<file path="src/rtl/port_slice_pkg.sv">
// Shared constants and helpers for the port slice bank.
//   NCH_DEF    default number of channels
//   WIDTH_DEF  default data bits per channel
//   DEPTH_DEF  default entries per channel buffer
//   occ_width  bits needed to hold an occupancy count of 0..depth
package port_slice_pkg;

  localparam int NCH_DEF   = 3;
  localparam int WIDTH_DEF = 1;
  localparam int DEPTH_DEF = 2;

  function automatic int occ_width(input int depth);
    return $clog2(depth + 1);
  endfunction

endpackage

</file>
<file path="src/rtl/slice_fifo.sv">
// One channel of the port slice bank: a DEPTH-entry FIFO with registered
// handshake outputs and a registered head-of-queue data word.
//   clk, rst    clock and asynchronous active-high reset
//   flush       synchronous clear; same-cycle push/pop are ignored
//   in_valid    write request      in_ready   write acceptance (from a flop)
//   in_data     write data
//   out_valid   head entry present out_ready  read acceptance
//   out_data    oldest entry (registered)
//   occ         number of entries held
module slice_fifo
  import port_slice_pkg::*;
#(
  parameter int WIDTH = WIDTH_DEF,
  parameter int DEPTH = DEPTH_DEF
) (
  input  logic                         clk,
  input  logic                         rst,
  input  logic                         flush,
  input  logic                         in_valid,
  output logic                         in_ready,
  input  logic [WIDTH-1:0]             in_data,
  output logic                         out_valid,
  input  logic                         out_ready,
  output logic [WIDTH-1:0]             out_data,
  output logic [occ_width(DEPTH)-1:0]  occ
);

  localparam int OCC_W = occ_width(DEPTH);
  localparam int PTR_W = $clog2(DEPTH);
  localparam logic [OCC_W-1:0] OCC_FULL = OCC_W'(DEPTH);
  localparam logic [OCC_W-1:0] OCC_ONE  = OCC_W'(1);

  logic             push;
  logic             pop;
  logic [PTR_W-1:0] wr_ptr;
  logic [PTR_W-1:0] rd_ptr;
  logic [PTR_W-1:0] rd_ptr_inc;
  logic [OCC_W-1:0] occ_nxt;
  logic [WIDTH-1:0] mem [DEPTH];

  assign push       = in_valid && in_ready && !flush;
  assign pop        = out_valid && out_ready && !flush;
  // DEPTH is a power of two, so natural pointer overflow is the modulo wrap.
  assign rd_ptr_inc = rd_ptr + PTR_W'(1);

  always_comb begin
    occ_nxt = occ;
    if (flush) begin
      occ_nxt = '0;
    end else if (push && !pop) begin
      occ_nxt = occ + OCC_ONE;
    end else if (pop && !push) begin
      occ_nxt = occ - OCC_ONE;
    end
  end

  // Control state; ready/valid are precomputed from the next occupancy so
  // both come straight from flops.
  always_ff @(posedge clk or posedge rst) begin
    if (rst) begin
      occ       <= '0;
      wr_ptr    <= '0;
      rd_ptr    <= '0;
      in_ready  <= 1'b1;
      out_valid <= 1'b0;
    end else begin
      occ       <= occ_nxt;
      in_ready  <= (occ_nxt != OCC_FULL);
      out_valid <= (occ_nxt != '0);
      if (flush) begin
        wr_ptr <= '0;
        rd_ptr <= '0;
      end else begin
        if (push) wr_ptr <= wr_ptr + PTR_W'(1);
        if (pop)  rd_ptr <= rd_ptr_inc;
      end
    end
  end

  always_ff @(posedge clk) begin
    if (push) mem[wr_ptr] <= in_data;
  end

  // Head register. The incoming word becomes the head when the queue is
  // empty, or when the only entry is being popped in the same cycle;
  // otherwise a pop promotes the next stored entry.
  always_ff @(posedge clk or posedge rst) begin
    if (rst) begin
      out_data <= '0;
    end else if (push && ((occ == '0) || (pop && (occ == OCC_ONE)))) begin
      out_data <= in_data;
    end else if (pop && (occ != OCC_ONE)) begin
      out_data <= mem[rd_ptr_inc];
    end
  end

endmodule

</file>
<file path="src/rtl/port_slice_bank.sv">
// Bank of NCH independent channel FIFOs sharing clock, reset and flush.
//   clk, rst, flush  shared clock, async active-high reset, sync clear
//   in_valid/in_ready/in_data     per-channel write side, channel k data
//                                 at [k*WIDTH +: WIDTH]
//   out_valid/out_ready/out_data  per-channel read side, same packing
//   occ              per-channel occupancy, packed by occ_width(DEPTH)
//   busy             any channel holds data
module port_slice_bank
  import port_slice_pkg::*;
#(
  parameter int NCH   = NCH_DEF,
  parameter int WIDTH = WIDTH_DEF,
  parameter int DEPTH = DEPTH_DEF
) (
  input  logic                              clk,
  input  logic                              rst,
  input  logic                              flush,
  input  logic [NCH-1:0]                    in_valid,
  output logic [NCH-1:0]                    in_ready,
  input  logic [NCH*WIDTH-1:0]              in_data,
  output logic [NCH-1:0]                    out_valid,
  input  logic [NCH-1:0]                    out_ready,
  output logic [NCH*WIDTH-1:0]              out_data,
  output logic [NCH*occ_width(DEPTH)-1:0]   occ,
  output logic                              busy
);

  localparam int OCC_W = occ_width(DEPTH);

  for (genvar k = 0; k < NCH; k++) begin : g_ch
    slice_fifo #(
      .WIDTH (WIDTH),
      .DEPTH (DEPTH)
    ) u_fifo (
      .clk       (clk),
      .rst       (rst),
      .flush     (flush),
      .in_valid  (in_valid[k]),
      .in_ready  (in_ready[k]),
      .in_data   (in_data[k*WIDTH +: WIDTH]),
      .out_valid (out_valid[k]),
      .out_ready (out_ready[k]),
      .out_data  (out_data[k*WIDTH +: WIDTH]),
      .occ       (occ[k*OCC_W +: OCC_W])
    );
  end

  assign busy = |out_valid;

endmodule

</file>
<file path="config.mk">
export PLATFORM = sky130hd
export DESIGN_NAME = port_slice_bank
export DESIGN_NICKNAME = d
export VERILOG_FILES = /design/src/rtl/port_slice_pkg.sv /design/src/rtl/slice_fifo.sv /design/src/rtl/port_slice_bank.sv
export SDC_FILE = /design/constraint.sdc
export NUM_CORES = 1
export LEC_CHECK = 0
export CORE_MARGIN = 2
export CORE_UTILIZATION = 30
export CTS_CLUSTER_SIZE = 16
export DETAILED_ROUTE_END_ITERATION = 16
export HOLD_SLACK_MARGIN = 0.02
export SETUP_SLACK_MARGIN = 0.5
export SLEW_MARGIN = 15
export SYNTH_ARGS = -nofsm -noshare
export SYNTH_HDL_FRONTEND = slang
export SYNTH_SLANG_ARGS = --single-unit
</file>
<file path="constraint.sdc">
create_clock -name clk -period 1.69 [get_ports clk]
set_input_delay 0.169 -clock clk [delete_from_list [all_inputs] [get_ports clk]]
set_output_delay 0.169 -clock clk [all_outputs]
set_load 0.01 [all_outputs]
</file>
==> results_tabular.tex <==
\begin{tabular}{lr}
\hline
Metric & Value \\
\hline
\multicolumn{2}{l}{\textbf{Outcome}} \\
\quad Result of the run & complete, no violations \\
\multicolumn{2}{l}{\textbf{Cells and area}} \\
\quad Number of nets in the layout & 220 \\
\quad Final antenna diode count & 0 \\
\quad Filler cell count & 426 \\
\quad Sequential cell area & 713.2 um\^{}2 \\
\quad Summed area of non-filler cells in the final layout & 0.002467 mm\^{}2 \\
\quad Area growth from synthesis to layout & 61.51\% \\
\quad Proportion of layout cells with a drive suffix above 1 & 52.24\% \\
\quad Combined area of the multi-input logic cells & 0.001008 mm\^{}2 \\
\quad Final cell utilization of the core & 51.22\% \\
\multicolumn{2}{l}{\textbf{Global routing}} \\
\quad First-pass GRT wire length & 6237 um \\
\quad Via count of the first global-routing pass & 1312 \\
\quad Maximum number of pins on one net before global-route repair & 30 \\
\quad Antenna violations before repair & 0 \\
\quad GRT Resource Usage Total & 14.42\% \\
\quad Remaining global-route overflow & 0 \\
\multicolumn{2}{l}{\textbf{Drt}} \\
\quad Post-route DRC & 0 \\
\quad DR iter-0 viols & 72 \\
\quad Sum of routed wire segments on met1 & 1618 um \\
\quad Total wire length & 3802 um \\
\quad DR WL/cell & 14.19 um \\
\quad Via-to-Cell Ratio & 4.914 \\
\quad Total iterations of the first detailed-routing run & 4 \\
\quad Number of antenna-violating nets in the routed design & 0 \\
\quad Via count & 1317 \\
\quad Routed wire length on met3 & 88 um \\
\quad DR top layer & met4 \\
\quad Met2 wire length & 2004 um \\
\multicolumn{2}{l}{\textbf{Critical path}} \\
\quad Worst R2R Path Depth & 3 \\
\quad Critical Path Max Stage Delay & 600 ps \\
\quad Critical Path Start Type & flop \\
\quad Capture point of the worst reg-to-reg path & g\_ch[1].u\_fifo.in\_ready \\
\quad Worst path cell trace & nand2\_8, o311a\_1, a311o\_1 \\
\quad Maximum fanout along the worst path & 14 \\
\quad Crit path max-delay cell type & sky130\_fd\_sc\_hd\_\_dfstp\_2 \\
\quad Setup crit end kind & flop \\
\quad Setup slack of the most critical reg-to-reg path & 320 ps \\
\quad Worst Path Required & 1890 ps \\
\quad Kind of critical path & flop to flop \\
\quad Data arrival time of the critical path & 1570 ps \\
\quad Launching point of the worst reg2reg path & g\_ch[1].u\_fifo.in\_ready \\
\multicolumn{2}{l}{\textbf{Timing}} \\
\quad Setup repair after global routing missed its margin & true \\
\quad Slew of the pin with the lowest slew margin & 314.7 ps \\
\quad Worst-case headroom to the max-slew limit & 78.99\% \\
\quad Final count of hold timing violations & 0 \\
\quad Count of endpoints failing setup in the final report & 0 \\
\quad Fin. max-slew vios & 0 \\
\quad Highest clock frequency the design can meet & 728.8 MHz \\
\quad Clock tree skew after final layout & 1.876 ps \\
\quad Minimum clock period after layout & 1372 ps \\
\quad Total negative slack & 0 ps \\
\quad Final cycle utilization of the critical path & 81.19\% \\
\multicolumn{2}{l}{\textbf{Clock tree}} \\
\quad CTS tree & built \\
\quad Worst-Skew Late Latency & 270 ps \\
\quad Worst-path clk slew & 90 ps \\
\quad Clock Tree Buf Depth & 2 \\
\quad Quantity of hold-fixing buffers added after cts & 0 \\
\quad Root buf cell & sky130\_fd\_sc\_hd\_\_clkbuf\_8 \\
\quad Sink count of the clock tree & 27 \\
\quad Number of buffers created by CTS & 3 \\
\quad H-Tree Depth & 1 \\
\multicolumn{2}{l}{\textbf{Worst hold path}} \\
\quad Tightest Hold Check Type & input pin to async pin \\
\multicolumn{2}{l}{\textbf{Yosys}} \\
\quad Sequential cell area fraction in the yosys report & 46.44\% \\
\quad Yosys warning total & 0 \\
\quad Async set or reset register ratio after synthesis & 77.78\% \\
\quad Synthesized area divided by synthesized cell count & 10.46 um\^{}2 \\
\quad Distinct cells, synth & 35 \\
\quad Gate Count Post-Synth & 146 \\
\quad Post-synth EDFFs & 6 \\
\quad Net count after synthesis & 164 \\
\quad Cell area after synthesis & 0.001528 mm\^{}2 \\
\quad Prevailing post-synth register cell & sky130\_fd\_sc\_hd\_\_dfrtp\_1 \\
\quad Register bit total from synthesis & 27 \\
\multicolumn{2}{l}{\textbf{Die}} \\
\quad Width of the die & 75.36 um \\
\quad Die H & 75.36 um \\
\quad Core Rows & 25 \\
\quad Area of the die & 0.005679 mm\^{}2 \\
\quad IO Count & 28 \\
\quad Initial core utilization & 31.71\% \\
\quad Core region area & 0.004817 mm\^{}2 \\
\multicolumn{2}{l}{\textbf{Power and ir drop}} \\
\quad Leakage power & 1.021 nW \\
\quad Maximum VDD drop & 0.4374 mV \\
\quad Total power per unit cell area & 1083 mW/mm\^{}2 \\
\multicolumn{2}{l}{\textbf{Placed design}} \\
\quad Weighted congestion at the end of routability-driven global placement & 0.8612 \\
\quad Number of port buffers & 27 \\
\quad Area post-placement & 0.001913 mm\^{}2 \\
\quad Post-DP HPWL & 2238 um \\
\multicolumn{2}{l}{\textbf{Run}} \\
\quad Max capacitance violation total & 0 \\
\hline
\end{tabular}
## kinds of logic after synthesis
family | count (synthesis) | synth area share (%)
and+or+nand+nor | 50 | 16.71
xor gates and xnor gates | 10 | 5.733
buffers and inverters | 22 | 9.254
muxes | 11 | 7.453
DFF | 27 | 46.44
AOI/OAI and AO/OA | 20 | 9.500
adders and majority gates | 6 | 4.914
## area by class of cell
cell class / count / share of cell area, %
inverters: 9 / 1.978
flip-flops and latches: 27 / 28.90
repair buffers: 64 / 23.02
well taps: 67 / 3.398
multi-input cells: 97 / 40.87
clock buffers: 4 / 1.826
## placed cells by master (no fill, tap or decap), types with 3 or more instances in the layout
master,instances
sky130_fd_sc_hd__ha_4,6
sky130_fd_sc_hd__nor3_2,6
sky130_fd_sc_hd__a31oi_1,5
sky130_fd_sc_hd__buf_2,3
sky130_fd_sc_hd__nand2_1,4
sky130_fd_sc_hd__nand3_2,3
sky130_fd_sc_hd__nand2_4,3
sky130_fd_sc_hd__dfrtp_1,15
sky130_fd_sc_hd__edfxtp_1,6
sky130_fd_sc_hd__inv_1,3
sky130_fd_sc_hd__mux2i_1,6
sky130_fd_sc_hd__mux2_2,3
sky130_fd_sc_hd__buf_6,12
sky130_fd_sc_hd__xor2_1,6
sky130_fd_sc_hd__nor2_1,10
sky130_fd_sc_hd__buf_4,25
sky130_fd_sc_hd__clkbuf_2,5
sky130_fd_sc_hd__o21ai_1,3
sky130_fd_sc_hd__nand2_8,3
sky130_fd_sc_hd__clkdlybuf4s50_1,10
sky130_fd_sc_hd__dlygate4sd2_1,6
sky130_fd_sc_hd__clkbuf_8,3
sky130_fd_sc_hd__nor3_4,4
sky130_fd_sc_hd__dfstp_2,3
sky130_fd_sc_hd__nand3_1,5
sky130_fd_sc_hd__dfrtp_2,3
## sequential cells by signal, indices dropped and copies added, names as in the netlist
signal                 cells
g_ch.u_fifo.mem            6
g_ch.u_fifo.occ            6
g_ch.u_fifo.in_ready       3
g_ch.u_fifo.out_data       3
g_ch.u_fifo.out_valid      3
g_ch.u_fifo.rd_ptr         3
g_ch.u_fifo.wr_ptr         3
## cell usage after synthesis (2+ instances only)
cell	number	area, um^2
sky130_fd_sc_hd__a31oi_1	5	31.28
sky130_fd_sc_hd__mux2_2	3	33.78
sky130_fd_sc_hd__o21a_1	2	15.01
sky130_fd_sc_hd__a21oi_1	3	15.01
sky130_fd_sc_hd__edfxtp_1	6	180.2
sky130_fd_sc_hd__buf_6	2	22.52
sky130_fd_sc_hd__o311ai_0	2	17.52
sky130_fd_sc_hd__nand2_1	5	18.77
sky130_fd_sc_hd__nand2_2	4	25.02
sky130_fd_sc_hd__nor3_1	12	60.06
sky130_fd_sc_hd__nor4_1	2	12.51
sky130_fd_sc_hd__buf_4	9	67.56
sky130_fd_sc_hd__nor3b_1	3	22.52
sky130_fd_sc_hd__dfstp_2	3	78.83
sky130_fd_sc_hd__nand3_1	8	40.04
sky130_fd_sc_hd__inv_1	8	30.03
sky130_fd_sc_hd__xnor2_1	2	17.52
sky130_fd_sc_hd__xor2_1	8	70.07
sky130_fd_sc_hd__mux2i_1	8	80.08
sky130_fd_sc_hd__ha_1	6	75.07
sky130_fd_sc_hd__dfrtp_1	18	450.4
sky130_fd_sc_hd__o21ai_0	3	15.01
sky130_fd_sc_hd__nor2_1	12	45.04
## report_power, final
group	switching [W]	total (W)	internal, W
registers	0.0000961	0.000891	0.000795
clock network	0.000202	0.000371	0.000169
logic	0.000659	0.00141	0.000753
## repair_timing
item                       in CTS  in global routing
setup endpoints to repair      33                 28
pin swaps                      16                 15
resized for setup              58                 44
setup buffers                  29                  6
## how the worst max path moves through the flow
stage,cells past startpoint,start,endpoint,slack (ps)
after floorplan,5,g_ch[1].u_fifo.occ[1],g_ch[1].u_fifo.in_ready,330
after global placement,4,in_valid[1],g_ch[1].u_fifo.in_ready,210
after detailed placement,4,in_valid[1],g_ch[1].u_fifo.in_ready,150
after CTS,4,g_ch[1].u_fifo.occ[0],g_ch[1].u_fifo.in_ready,290
after global routing,6,g_ch[1].u_fifo.occ[1],g_ch[1].u_fifo.out_data,250
final,3,g_ch[1].u_fifo.in_ready,g_ch[1].u_fifo.in_ready,320
## critical path: cells and delay by family, from the launching register on
kind	cells	cell delay, ps
AO/OA/AOI/OAI	2	590
flip-flops	1	600
AND/OR/NAND/NOR	1	110
## per-stage QoR
stage	worst slack, ps	hold slack (ps)	total power [W]	cells
after floorplan	332.2	143.1	0.001559	146
after global placement	205.6	530.9	0.001801	229
after detailed placement	154.3	543.8	0.001828	229
after CTS	291.0	245.7	0.002473	262
after global routing	252.2	266.0	0.002829	268
final	317.8	236.6	0.002673	268
## layer usage
layer / track usage [%] / up-vias
met1: 18.28 / 662
li1: - / 620
met5: 0 / -
met3: 2.116 / 6
met2: 24.93 / 29
met4: 5.458 / 0
Power figures use the tool's default switching activity.
